## src/rtl/uart_tx_pkg.sv

```systemverilog
// Shared definitions for the UART transmit path.
// Holds the frame-state encoding, fixed line levels and the encoding
// that selects the source of the next serial bit.
package uart_tx_pkg;

    // Frame sequencer states. The encodings are explicit so that they stay
    // compatible with the legacy state values.
    typedef enum logic [2:0] {
        IDLE   = 3'd0,
        START  = 3'd1,
        DATA   = 3'd2,
        PARITY = 3'd3,
        STOP   = 3'd4
    } tx_state_t;

    // Fixed serial-line levels
    localparam logic START_BIT = 1'b0;
    localparam logic STOP_BIT  = 1'b1;
    localparam logic IDLE_LINE = 1'b1;

    // Source of the next bit driven onto the serial line
    typedef enum logic [1:0] {
        SEL_START = 2'd0,
        SEL_DATA  = 2'd1,
        SEL_PAR   = 2'd2,
        SEL_STOP  = 2'd3
    } out_sel_t;

endpackage

```

## src/rtl/uart_tx_ctrl_serializer.sv

```systemverilog
// Data latch, LSB-first shift register and bit counter for one UART frame.
//   clk, rst_n : TX clock, asynchronous active-low reset
//   load       : capture data_in and clear the bit counter
//   shift_en   : the current cycle drives a data bit; advance to the next one
//   data_in    : parallel word to serialize
//   ser_bit    : data bit to be driven on the line after the coming edge
//   ser_done   : the last data bit is the one currently on the line
module uart_tx_serializer
    import uart_tx_pkg::*;
#(
    parameter int unsigned DATA_WIDTH = 8
) (
    input  logic                  clk,
    input  logic                  rst_n,
    input  logic                  load,
    input  logic                  shift_en,
    input  logic [DATA_WIDTH-1:0] data_in,
    output logic                  ser_bit,
    output logic                  ser_done
);

    localparam int unsigned CNT_W = $clog2(DATA_WIDTH);
    localparam logic [CNT_W-1:0] LAST_BIT = CNT_W'(DATA_WIDTH - 1);

    logic [DATA_WIDTH-1:0] shreg;
    logic [CNT_W-1:0]      cnt;

    always_ff @(posedge clk or negedge rst_n) begin
        if (!rst_n) begin
            shreg <= '0;
            cnt   <= '0;
        end else if (load) begin
            shreg <= data_in;
            cnt   <= '0;
        end else if (shift_en) begin
            shreg <= shreg >> 1;
            // Saturate so the counter never wraps while sitting in DATA
            if (cnt != LAST_BIT) begin
                cnt <= cnt + 1'b1;
            end
        end
    end

    // The output pin is registered, so the top needs the bit one cycle ahead:
    // while shifting, the following bit is already at position 1.
    assign ser_bit  = shift_en ? shreg[1] : shreg[0];
    assign ser_done = (cnt == LAST_BIT);

endmodule

```

## src/rtl/uart_tx_ctrl.sv

```systemverilog
// UART transmit sequencer: accepts a parallel word with a valid strobe and
// drives one frame (start, data LSB-first, optional parity, stop) on TX_OUT,
// one bit per clock.
//   clk, rst_n : TX clock, asynchronous active-low reset
//   P_DATA     : word to send, sampled on acceptance
//   Data_Valid : request strobe, accepted while Busy is low (IDLE or STOP)
//   PAR_EN     : insert a parity bit, sampled on acceptance
//   PAR_TYP    : 1 = odd, 0 = even parity, sampled on acceptance
//   TX_OUT     : registered serial line, idle high
//   Busy       : registered; high from START through the last data/parity bit
module uart_tx_ctrl
    import uart_tx_pkg::*;
#(
    parameter int unsigned DATA_WIDTH = 8
) (
    input  logic                  clk,
    input  logic                  rst_n,
    input  logic [DATA_WIDTH-1:0] P_DATA,
    input  logic                  Data_Valid,
    input  logic                  PAR_EN,
    input  logic                  PAR_TYP,
    output logic                  TX_OUT,
    output logic                  Busy
);

    tx_state_t state, next_state;
    out_sel_t  sel;
    logic      accept;
    logic      shift_en;
    logic      ser_bit;
    logic      ser_done;
    logic      par_en_q;
    logic      par_bit_q;
    logic      tx_next;
    logic      busy_next;

    // Busy is low in IDLE and STOP, so this also covers the stop-bit handoff
    assign accept   = Data_Valid && !Busy && ((state == IDLE) || (state == STOP));
    assign shift_en = (state == DATA);

    uart_tx_serializer #(
        .DATA_WIDTH (DATA_WIDTH)
    ) u_serializer (
        .clk      (clk),
        .rst_n    (rst_n),
        .load     (accept),
        .shift_en (shift_en),
        .data_in  (P_DATA),
        .ser_bit  (ser_bit),
        .ser_done (ser_done)
    );

    always_comb begin
        next_state = IDLE;
        case (state)
            IDLE:    next_state = accept ? START : IDLE;
            START:   next_state = DATA;
            DATA:    begin
                if (!ser_done) begin
                    next_state = DATA;
                end else if (par_en_q) begin
                    next_state = PARITY;
                end else begin
                    next_state = STOP;
                end
            end
            PARITY:  next_state = STOP;
            STOP:    next_state = accept ? START : IDLE;
            default: next_state = IDLE;
        endcase
    end

    // Outputs are decoded from the next state so they are registered yet
    // aligned with the state they describe.
    always_comb begin
        sel = SEL_STOP;
        case (next_state)
            START:   sel = SEL_START;
            DATA:    sel = SEL_DATA;
            PARITY:  sel = SEL_PAR;
            default: sel = SEL_STOP;
        endcase
    end

    always_comb begin
        tx_next = IDLE_LINE;
        case (sel)
            SEL_START: tx_next = START_BIT;
            SEL_DATA:  tx_next = ser_bit;
            SEL_PAR:   tx_next = par_bit_q;
            SEL_STOP:  tx_next = (next_state == STOP) ? STOP_BIT : IDLE_LINE;
            default:   tx_next = IDLE_LINE;
        endcase
    end

    assign busy_next = (next_state == START) || (next_state == DATA) ||
                       (next_state == PARITY);

    always_ff @(posedge clk or negedge rst_n) begin
        if (!rst_n) begin
            state     <= IDLE;
            TX_OUT    <= IDLE_LINE;
            Busy      <= 1'b0;
            par_en_q  <= 1'b0;
            par_bit_q <= 1'b0;
        end else begin
            state  <= next_state;
            TX_OUT <= tx_next;
            Busy   <= busy_next;
            if (accept) begin
                par_en_q  <= PAR_EN;
                // Even parity is the XOR of the data; odd parity inverts it
                par_bit_q <= (^P_DATA) ^ PAR_TYP;
            end
        end
    end

endmodule

```

## config.mk

```make
export PLATFORM = sky130hd
export DESIGN_NAME = uart_tx_ctrl
export DESIGN_NICKNAME = d
export VERILOG_FILES = /design/src/rtl/uart_tx_pkg.sv /design/src/rtl/uart_tx_ctrl_serializer.sv /design/src/rtl/uart_tx_ctrl.sv
export SDC_FILE = /design/constraint.sdc
export NUM_CORES = 1
export LEC_CHECK = 0
export BUFFER_PORTS_ARGS = -buffer_cell sky130_fd_sc_hd__buf_2
export CORE_MARGIN = 2
export CORE_UTILIZATION = 50
export CTS_CLUSTER_DIAMETER = 40
export CTS_CLUSTER_SIZE = 14
export DETAILED_ROUTE_END_ITERATION = 7
export PLACE_DENSITY = 0.81
export SLEW_MARGIN = 20
export SYNTH_ARGS = -nofsm -noshare
export SYNTH_HDL_FRONTEND = slang
export SYNTH_HIERARCHICAL = 1
export SYNTH_SLANG_ARGS = --single-unit
```

## constraint.sdc

```tcl
create_clock -name clk -period 4.2 [get_ports clk]
set_input_delay 0.42 -clock clk [delete_from_list [all_inputs] [get_ports clk]]
set_output_delay 0.42 -clock clk [all_outputs]
set_load 0.005 [all_outputs]
```

Word-level counts from Yosys, hierarchy flattened

Index checks and enable logic that the tools add are counted.

Word-level logic and storage cells: 46
Bits in registers: 18
Input port bits: 13
Output and inout port bits: 2

Reductions and logical operators: 13
Equality and inequality tests: 12
Add/sub/neg operators: 1
Multiplexer cells: 12
Bitwise operators: 1

Operators with widths:

| operator                                                        | number |
|---|---|
| 8-bit two-way mux                                               | 2 |
| 3-bit two-way mux                                               | 5 |
| 3-bit by 2-bit == test with 1-bit output, second input constant | 4 |
| 3-bit case mux with 4 select lines                              | 1 |
| 8-bit XOR reduction                                             | 1 |
| 3-bit by 1-bit == test with 1-bit output, second input constant | 2 |
| 3-bit == test, second input constant                            | 2 |
| 2-bit case mux with 3 select lines                              | 1 |
| 2-bit == test, second input constant                            | 2 |
| 1-bit case mux with 4 select lines                              | 1 |
| 2-bit nonzero test                                              | 2 |
| 3-bit by 1-bit adder with 3-bit output, second input constant   | 1 |
| 3-bit zero test                                                 | 1 |
| 1-bit logical OR                                                | 3 |
| 3-bit != test, second input constant                            | 1 |
| 2-bit by 1-bit == test with 1-bit output, second input constant | 1 |
| 1-bit logical AND                                               | 2 |
| 2-bit zero test                                                 | 1 |
| 1-bit two-way mux                                               | 2 |
| 2-bit AND reduction                                             | 1 |
| 2-bit OR reduction                                              | 1 |
| 1-bit zero test                                                 | 1 |
| 1-bit XOR                                                       | 1 |

Longest topological paths before layout

Depth after elaboration: 9
Gate-level depth with buffers: 7
Gate-level depth less buffers: 6

Modules after synthesis

The synthesis kept the hierarchy.

Modules (own cells, without submodules):

| module             | seq. area each (µm²) | cells each | area an instance (µm²) | times used |
|---|---|---|---|---|
| uart_tx_serializer | 275.3                | 46         | 520.5                  | 1 |
| uart_tx_ctrl       | 176.4                | 36         | 379.1                  | 1 |

Worst setup path before layout

OpenSTA, ideal clock, no wires.

Path type: flip-flop to flip-flop
From: reg state[1]
To: reg u_serializer.shreg[0]
Cell stages (with the launch flop): 6
Setup time: 0.125 ns
Path slack: 2.421 ns
Period minus slack after synthesis: 1.779 ns
Data required time: 4.075 ns
Arrival: 1.654 ns
Buffers on the path: 2
Cells stage by stage: dfrtp_1 > or4b_1 > clkbuf_2 > inv_1 > clkbuf_1 > mux2_2

Cells in the longest elaborated chain, start to end: 4
Elaborated cells on any way between the ends: 7
Classes of those cells: eq/ne: 2; mux: 1; reduce/logical: 4

RTL lines:

| what                                                    | RTL line                      | RTL |
|---|---|---|
| start: declaration                                      | uart_tx_ctrl.sv:26            | `tx_state_t state, next_state;` |
| start signal: assignment                                | uart_tx_ctrl.sv:107           | `state <= next_state;` |
| 3-bit == test or 3-bit zero test (tied branches)        | uart_tx_ctrl.sv:38            | `assign accept = Data_Valid && !Busy && ((state == IDLE) \|\| (state == STOP));` |
| 1-bit logical OR *                                      | uart_tx_ctrl.sv:38            |  |
| 1-bit logical AND *                                     | uart_tx_ctrl.sv:38            |  |
| net accept                                              | uart_tx_ctrl.sv:28            | `logic accept;` |
| 8-bit two-way mux or 2-bit nonzero test (tied branches) | n/a                           |  |
| end signal: assignment                                  | uart_tx_ctrl_serializer.sv:33 | `shreg <= data_in;` |
| end signal: assignment                                  | uart_tx_ctrl_serializer.sv:36 | `shreg <= shreg >> 1;` |
| end: declaration                                        | uart_tx_ctrl_serializer.sv:25 | `logic [DATA_WIDTH-1:0] shreg;` |

The timed path passes the listed nets; every way through them passes the cells marked *.
A chain may end at the register's enable or synchronous reset.

Worst setup path after layout

From: reg state[0]
To: reg u_serializer.shreg[0]

Same word-level chain as after synthesis.

==> impl_metrics.env <==
export IMPL_synth_edf_count=0
export IMPL_max_slew_margin_rel_pct=66.65
export IMPL_gp_congestion=0.7879
export IMPL_hold_violations=0
export IMPL_period_share_pct=47.00
export IMPL_antenna_found_initial=0
export IMPL_fmax_mhz=506.6
export IMPL_dpl_hpwl_mm=1.050
export IMPL_clockBufferDepth=2
export IMPL_antenna_left=0
export IMPL_finalMaxSlewViolations=0
export IMPL_cap_violations=0
export IMPL_clkTransAtPathRegs_ns=0.10
export IMPL_dp_cells=118
export IMPL_ys_async_sr_fraction_pct=100.0
export IMPL_initial_core_util_pct=52.67
export IMPL_ctsHoldBuffers=0
export IMPL_die_y_microns=46.42
export IMPL_cts_resized=0
export IMPL_cts_tree="done"
export IMPL_power_density_mw_per_mm2=655.4
export IMPL_syn_num_nets=97
export IMPL_grt_pass1_vias=566
export IMPL_p_leak_nw=0.5010
export IMPL_path_max_fanout=20
export IMPL_reg2reg_depth=3
export IMPL_syn_inst=82
export IMPL_worst_endpoint_arrival_ns=2.15
export IMPL_clock_latency_ns=0.29
export IMPL_nNetsFinal=113
export IMPL_post_drt_via_cell_ratio=4.861
export IMPL_ir_drop_uv=288.7
export IMPL_r2r_start="state[0]$_DFF_PN0_"
export IMPL_drive_above_1_share_pct=23.71
export IMPL_place_ws_ns=2.219
export IMPL_firstDrtPassIters=4
export IMPL_regToRegEndpoint="u_serializer/shreg[0]$_DFFE_PN0P_"
export IMPL_wl_mm=1.413
export IMPL_synth_avg_cell_area_sq_um=10.97
export IMPL_diodes=0
export IMPL_track_usage_pct=16.11
export IMPL_core_sq_mm=0.001708
export IMPL_cts_htree_levels=1
export IMPL_cts_root_buf="clkbuf_4"
export IMPL_dieArea_sq_mm=0.002154
export IMPL_startpoint="state[0]$_DFF_PN0_"
export IMPL_endpoint="u_serializer/shreg[0]$_DFFE_PN0P_"
export IMPL_layout_commonest_cell="dfrtp_1"
export IMPL_vias=593
export IMPL_path_class="reg -> reg"
export IMPL_worstMarginPinSlew_ns=0.4997
export IMPL_cts_sinks=18
export IMPL_ys_seq_area_share_pct=50.21
export IMPL_post_cts_buffers=0
export IMPL_synth_main_ff_cell="dfrtp_1"
export IMPL_netlist_area_sq_um=899.6
export IMPL_fin_worst_skew_ns=0.007142
export IMPL_ys_types=27
export IMPL_worstPathRequired_ns=4.38
export IMPL_area_growth_pct=13.35
export IMPL_grt_max_degree=21
export IMPL_initialDrtViolationCount=5
export IMPL_yosysWarnings=6
export IMPL_nFillCells=154
export IMPL_finalSetupTns_ns=0
export IMPL_drcViolationCount=0
export IMPL_setup_viol=0
export IMPL_rsz0062_at_grt="no"
export IMPL_finalCoreUtilization_pct=59.71
export IMPL_grt_pass1_wl_mm=2.373
export IMPL_cts_buffers=3
export IMPL_final_cells=122
export IMPL_cp_start_kind="flop"
export IMPL_hp_class="in -> async"
export IMPL_die_w_microns=46.42
export IMPL_cp_end_kind="flop"
export IMPL_wl_per_cell_microns=11.58
export IMPL_r2r_slack_ns=2.23
export IMPL_period_minus_slack_ns=1.974
export IMPL_grt_ovfl_total=0
export IMPL_multi_input_area_sq_um=419.2
export IMPL_seq_area_sq_um=451.7
export IMPL_final_cell_mix="dfrtp_1, buf_2, nand2_1"
export IMPL_rows=15
export IMPL_io_buffer_count=14
export IMPL_io_pins=15
export IMPL_finalWorstSetupSlack_ns=2.226
export IMPL_synth_seq_cells=18
export IMPL_status="complete, no violations"
[metrics by stage]
| step | hold slack (ns) | instance area [sq um] | total power [W] |
|---|---|---|---|
| after floorplan | 0.1244 | 899.6 | 0.0005134 |
| after global placement | 0.3598 | 983.4 | 0.0005582 |
| after detailed placement | 0.3727 | 983.4 | 0.0005738 |
| after CTS | 0.04533 | 1020 | 0.0006810 |
| after global routing | 0.05261 | 1020 | 0.0007309 |
| final | 0.03817 | 1020 | 0.0006684 |
[cell type report]
type	count	share of cell area, %
inverters	1	0.3681
repair buffers	15	7.607
multi-input cells	59	41.10
clock buffers	4	3.558
flip-flops and latches	18	44.29
well taps	25	3.067
[worst max-delay path, cell delays in order, from the launching register on]
cell     delay [ns]
dfrtp_1        0.42
or4b_1         0.62
inv_1          0.43
mux2_2         0.40
[power by group]
part	internal, W	switching, W
logic	0.000134	0.000132
registers	0.000255	0.0000425
clock network	0.0000528	0.0000519
total	0.000442	0.000227
[layer usage]
| layer | up-vias | part of all wire, % | GRT usage [%] |
|---|---|---|---|
| met5 | - | 0 | 0 |
| met4 | 0 | 0.71 | 10.29 |
| met3 | 2 | 3.5 | 2.353 |
| met2 | 11 | 53 | 26.67 |
| met1 | 277 | 43 | 19.31 |
| li1 | 303 | - | - |
[how the worst min path moves through the flow]
stage | endpoint | depth (start not counted) | slack [ns]
6_report | state[0]$_DFF_PN0_ | 1 | 0.04
2_1_floorplan | Busy$_DFF_PN0_ | 0 | 0.12
3_5_place_dp | state[1]$_DFF_PN0_ | 1 | 0.37
3_3_place_gp | state[2]$_DFF_PN0_ | 1 | 0.36
5_1_grt | par_bit_q$_DFFE_PN0P_ | 1 | 0.05
4_1_cts | state[1]$_DFF_PN0_ | 1 | 0.05
[flip-flops by register name, summed over array words and instances (netlist names)]
register,count
TX_OUT,1
u_serializer/cnt,3
par_bit_q,1
state,3
u_serializer/shreg,8
Busy,1
par_en_q,1
[cell usage after synthesis (2+ instances only)]
cell      count  area (sq um)
dfrtp_1      17         425.4
ha_1          2         25.02
mux2i_1       8         80.08
nand2_1      12         45.04
nand2b_1      2         12.51
nor2_1        4         15.01
nor2b_1       2         12.51
nor3b_1       2         15.01
o21ai_0       9         45.04
or2b_1        2         15.01
xnor2_1       4         35.03
xor2_1        3         26.28
[logic make-up (layout without fill, tap and decap cells)]
group                      count (synthesis)  after routing  synth area share (%)
and+or+nand+nor                           28             28                 16.41
DFF                                       18             18                 50.21
AOI/OAI and AO/OA                         11             11                 6.258
muxes                                     10             10                 11.82
xor gates and xnor gates                   8              8                 9.318
buffers and inverters                      5             20                 3.197
adders and majority gates                  2              2                 2.781
(Power assumes the default switching activity.)
